--- config.mk ---
export PLATFORM = sky130hd
export DESIGN_NAME = fifo_stream_reader
export DESIGN_NICKNAME = d
export VERILOG_FILES = /design/src/rtl/fifo_stream_reader.sv
export SDC_FILE = /design/constraint.sdc
export NUM_CORES = 1
export LEC_CHECK = 0
export CAP_MARGIN = 20
export CORE_MARGIN = 2
export CORE_UTILIZATION = 44
export DETAILED_ROUTE_END_ITERATION = 8
export PLACE_DENSITY = 0.72
export SYNTH_ARGS = -nofsm -noshare
export SYNTH_HDL_FRONTEND = slang
export SYNTH_SLANG_ARGS = --single-unit
--- constraint.sdc ---
create_clock -name rclk -period 1.9 [get_ports rclk]
set_input_delay 0.38 -clock rclk [delete_from_list [all_inputs] [get_ports rclk]]
set_output_delay 0.38 -clock rclk [all_outputs]
set_load 0.01 [all_outputs]
--- src/rtl/fifo_stream_reader.sv ---
// Read-domain consumer for async_fifo: pops into a 2-entry skid buffer and presents a
// framed valid/ready stream, so m_ready never reaches rinc combinationally.
module fifo_stream_reader #(
    parameter int DSIZE     = 8,
    parameter int FRAME_LEN = 16,
    parameter int CNT_W     = 16
) (
    input  logic             rclk,
    input  logic             rrst_n,
    input  logic             rempty,
    input  logic [DSIZE-1:0] rdata,
    output logic             rinc,
    input  logic             flush,
    output logic [DSIZE-1:0] m_data,
    output logic             m_valid,
    input  logic             m_ready,
    output logic             m_last,
    output logic [CNT_W-1:0] frames_done
);

    localparam int             BW        = $clog2(FRAME_LEN);
    localparam logic [BW-1:0]  LAST_BEAT = BW'(FRAME_LEN - 1);

    typedef enum logic [1:0] {
        EMPTY = 2'd0,
        ONE   = 2'd1,
        FULL2 = 2'd2
    } buf_state_e;

    buf_state_e       state_q;
    logic [DSIZE-1:0] h0_q;
    logic [DSIZE-1:0] h1_q;
    logic [BW-1:0]    beat_q, beat_d;
    logic [CNT_W-1:0] frames_q, frames_d;
    logic             out_fire;

    // The pop decision uses only registered state and FIFO/flush inputs.
    assign rinc        = rrst_n & ~rempty & (state_q != FULL2) & ~flush;
    assign m_valid     = (state_q != EMPTY);
    assign m_data      = h0_q;
    assign out_fire    = m_valid & m_ready;
    assign m_last      = m_valid & (beat_q == LAST_BEAT);
    assign frames_done = frames_q;

    // NOTE: sequential state uses non-blocking assignments so every register
    // samples the pre-edge values of the others, independent of block order.
    always_ff @(posedge rclk or negedge rrst_n) begin
        if (!rrst_n) begin
            state_q <= EMPTY;
            h0_q    <= '0;
        end else if (flush) begin
            state_q <= EMPTY;
        end else begin
            case (state_q)
                EMPTY: begin
                    if (rinc) begin
                        h0_q    <= rdata;
                        state_q <= ONE;
                    end
                end
                ONE: begin
                    if (rinc && out_fire) begin
                        h0_q <= rdata;
                    end else if (rinc) begin
                        state_q <= FULL2;
                    end else if (out_fire) begin
                        state_q <= EMPTY;
                    end
                end
                FULL2: begin
                    if (out_fire) begin
                        h0_q    <= h1_q;
                        state_q <= ONE;
                    end
                end
                default: state_q <= EMPTY;
            endcase
        end
    end

    // NOTE: h1 is a pure data register that is only read once the state says it
    // holds a word, so it carries no reset and stays a plain enable flop.
    always_ff @(posedge rclk) begin
        if (state_q == ONE && rinc && !out_fire) begin
            h1_q <= rdata;
        end
    end

    // NOTE: defaults first so every path assigns both outputs and no latch is inferred.
    always_comb begin
        beat_d   = beat_q;
        frames_d = frames_q;
        if (flush) begin
            beat_d = '0;
        end else if (out_fire) begin
            if (m_last) begin
                beat_d   = '0;
                frames_d = frames_q + 1'b1;
            end else begin
                beat_d = beat_q + 1'b1;
            end
        end
    end

    always_ff @(posedge rclk or negedge rrst_n) begin
        if (!rrst_n) begin
            beat_q   <= '0;
            frames_q <= '0;
        end else begin
            beat_q   <= beat_d;
            frames_q <= frames_d;
        end
    end

endmodule
==> summary by stage <==
Global route
The first global-routing pass estimated just over 6 mm of wire. In the global route stage, overall resource usage came out at between 10% and 20%. Global routing finished with a remaining overflow of 0. The number of global-route vias before repair is around 1300. The pin count of the biggest net entering global routing is 31. The number of antenna violations at the first check in global routing is 0.

Worst setup path
For flop-to-flop paths, the worst setup slack is 0.12 ns. At the worst endpoint, the required time is 2.06 ns. The endpoint of the most critical register-to-register path is m_data[7].

Along the worst path, the maximum fanout reaches 8. The number of cells on the worst reg-to-reg path is 4. The critical path class is in -> reg. The kind of end point of the critical path is a register. Data arrives at the worst endpoint at 2.00 ns. STA classifies the critical path startpoint as a primary input. In this run the critical register-to-register path is launched from state_q[0].

Clock tree
The number of hold buffers added after CTS is 0. The number of CTS-inserted buffers is 5. The sink count of the clock tree is 38. The buffer cell driving the clock tree root is sky130_fd_sc_hd__clkbuf_8. The clock-pin slew on the worst setup and hold paths is 0.07 ns. TritonCTS built the clock tree. The depth of the CTS H-tree is 2.

The clock latency on the worst-skew pair is 0.28 ns. The clock passes through at most 2 buffers.

Pwr
Of the total power, combinational logic draws 14.2%. In this run, flip-flops and latches consume 53.3% of the power. The sum of internal, switching and leakage power is between 0.0015 and 0.002 W. The switching power as a share of total power is 22.3%. The switching power summed over all nets is 0.000377 W.

The share of power burned in the clock network is between 30% and 40%. In this run the power density over the cells is between 700 and 800 nW/um2. The largest vdd supply drop is 0.422 mV.

In this run the static leakage power is 1.01 nW. The internal portion of the total power is 0.00132 W.

Yosys
The share of synthesized area occupied by flip-flops and latches is 56.6%. The most used flip-flop cell after synthesis is sky130_fd_sc_hd__dfrtp_1. The top-area cell type share of the netlist area is ~43%. After synthesis the cells add up to approximately 1800 um2. By area the synthesized netlist is led by sky130_fd_sc_hd__dfrtp_1 43%, sky130_fd_sc_hd__edfxtp_1 14%, sky130_fd_sc_hd__mux2_2 11%. The mean instance size in the synthesized netlist is 12.9 um2. In the post-synthesis netlist, the cell with the most instances is sky130_fd_sc_hd__dfrtp_1.

The synthesized design contains 8 enable-type register cells. The warning count from the yosys run is 0. The number of standard cells after synthesis is 136. The number of nets in the synthesized netlist is 151. The flip-flop and latch count after synthesis is 38. The fraction of registers with async set or reset after synthesis is 78.9%.

Of all cell types, the one taking the most synthesized area is sky130_fd_sc_hd__dfrtp_1. The synthesized netlist contains 33 unique library cells. The commonest cells after synthesis are 30 x sky130_fd_sc_hd__dfrtp_1, 17 x sky130_fd_sc_hd__mux2_2, 13 x sky130_fd_sc_hd__xnor2_1.

STA
The part of the cycle the worst path needs is 96.9%. In the final timing run, aggregate negative setup slack is 0 ns. The actual transition at the worst max-transition pin is 0.380 ns. The final critical delay including setup and external delays is between 1.5 and 2 ns. The final hold violation count is 0. The clock skew after layout is 0.00555 ns. For this run, the top clock speed supported by timing is 543 MHz. The number of pins exceeding their max-slew limit in the final report is 0. Setup violations remaining at the end of the flow were counted as 0. The worst-case headroom to the max-slew limit is 74.7%. Setup repair after global routing could not meet its margin everywhere.

Layout
The number of antenna diodes in the final layout is 0. The post-layout net count is 208. In the final layout, the share of cells above drive strength 1 is 24.7%.

The cell area after layout is 2390 um2. The final core utilization is 63.9%. Relative to the synthesized area, the layout overhead comes to 36.6%.

Floorplan
The die width is 67.1 um. The number of primary I/O pins is 40. The die span in y is around 67 um. The starting density of the core is 46.8%. The cell row count is 22. The area of the core is between 3000 and 4000 um2. The die covers 4500 um2.

Run status
The flow ran to the end, and the final reports show no timing, DRC or antenna violations.

Place
Summing all placed instances gives a cell area of 2300 um2. Detailed placement ended at an HPWL of around 2.6 mm. During placement, the flow inserted port buffers numbering 39.

At the end of routability-driven placement, the weighted congestion stood at 0.780.

Detailed routing
After the first detailed-routing iteration, the DRC count stood at 41. The vias after detailed routing is approximately 1200. The total detailed-routing wirelength is ~3.4 mm.

After detailed routing, the number of vias per cell comes to 5.14. The routed length per placed instance is 14.2 um. The first detailed-routing pass took 4 iterations. The detail route stage leaves a number of antenna-violating nets equal to 0. For this run, design rule violations remaining after detail routing come to 0.

Hold path
The type of the tightest min-delay check is in -> async.

Run
Max-cap violations in this run came to 0.
layer usage:
layer / GRT usage, % / part of all wire (%) / vias up
li1: - / - / 601
met1: 22.8 / 43 / 623
met2: 30.4 / 53 / 17
met3: 4.22 / 2.9 / 4
met4: 6.12 / 0.90 / 0
met5: 0 / 0 / -
through the flow:
step | hold slack (ns) | worst slack, ns | cells
5_1_grt | 0.279 | -0.00757 | 242
6_report | 0.240 | 0.0580 | 242
3_3_place_gp | 0.460 | -0.286 | 234
2_1_floorplan | 0.0844 | 0.225 | 136
3_5_place_dp | 0.465 | -0.309 | 234
4_1_cts | 0.476 | 0.00497 | 242
sequential cells by signal (all words and copies together) (netlist names):
register,cells
frames_done,16
h1_q,8
m_data,8
beat_q,4
state_q,2
power groups by stage:
stage	clock, W	sequential (W)	combinational [W]
after detailed placement	0	0.000918	0.000246
after global routing	0.000606	0.000908	0.000260
after CTS	0.000566	0.000903	0.000246
after global placement	0	0.000915	0.000240
final	0.000550	0.000903	0.000241
after floorplan	0	0.000932	0.0000776
critical path, cell delays in order:
cell and delay, ns:
sky130_fd_sc_hd__clkdlybuf4s50_1 0.40, sky130_fd_sc_hd__nand2b_4 0.14, sky130_fd_sc_hd__or3_1 0.39, sky130_fd_sc_hd__a21oi_4 0.31, sky130_fd_sc_hd__mux2_2 0.38
cell type report:
| type | count | area, um2 |
|---|---|---|
| Multi-Input combinational cell | 95 | 754 |
| Clock buffer | 7 | 86.3 |
| Fill cell | 322 | 1350 |
| Clock inverter | 1 | 5.00 |
| Tap cell | 48 | 60.1 |
| Sequential cell | 38 | 992 |
| Timing Repair Buffer | 53 | 494 |
worst max path at each step:
stage / startpoint / end / slack [ns] / cells past startpoint
2_1_floorplan: state_q[1] / m_data[0] / 0.22 / 4
3_3_place_gp: rrst_n / m_data[0] / -0.29 / 5
3_5_place_dp: rrst_n / m_data[4] / -0.31 / 5
4_1_cts: rrst_n / m_data[7] / 0.005 / 5
5_1_grt: rempty / m_data[1] / -0.008 / 5
6_report: rempty / m_data[7] / 0.06 / 5
cell usage in the layout (no fill, tap or decap), types with 2 or more instances in the layout:
cell type	netlist	routed
sky130_fd_sc_hd__a21oi_1	4	4
sky130_fd_sc_hd__and3_1	6	6
sky130_fd_sc_hd__and4_1	2	2
sky130_fd_sc_hd__buf_4	0	14
sky130_fd_sc_hd__clkbuf_8	0	6
sky130_fd_sc_hd__clkdlybuf4s50_1	0	35
sky130_fd_sc_hd__dfrtp_1	30	29
sky130_fd_sc_hd__dlygate4sd2_1	0	3
sky130_fd_sc_hd__edfxtp_1	8	8
sky130_fd_sc_hd__mux2_2	17	17
sky130_fd_sc_hd__nand2_1	8	8
sky130_fd_sc_hd__nand3_1	8	8
sky130_fd_sc_hd__nand4_1	5	5
sky130_fd_sc_hd__nor2_1	4	4
sky130_fd_sc_hd__nor3_1	2	2
sky130_fd_sc_hd__nor3b_1	2	2
sky130_fd_sc_hd__o21a_1	2	2
sky130_fd_sc_hd__or3_1	2	2
sky130_fd_sc_hd__xnor2_1	13	13
sky130_fd_sc_hd__xor2_1	3	3
kinds of logic (layout without fill, tap and decap cells):
family          after synthesis  after routing  share of synthesized area (%)
fa+ha+maj                     2              2                           1.43
buf+inv                       3             61                          0.857
flops                        38             38                           56.6
compound gates               10             10                           4.21
mux                          18             18                           11.5
simple gates                 49             49                           17.4
xor+xnor                     16             16                           8.00
what timing repair did:
action | in CTS | in global routing
pin swaps | 1 | 1
gates cloned | 0 | 0
setup endpoints to repair | 11 | 8
setup buffers | 0 | 0
resized for setup | 5 | 1
No activity file was read; power rests on OpenSTA's default activity.
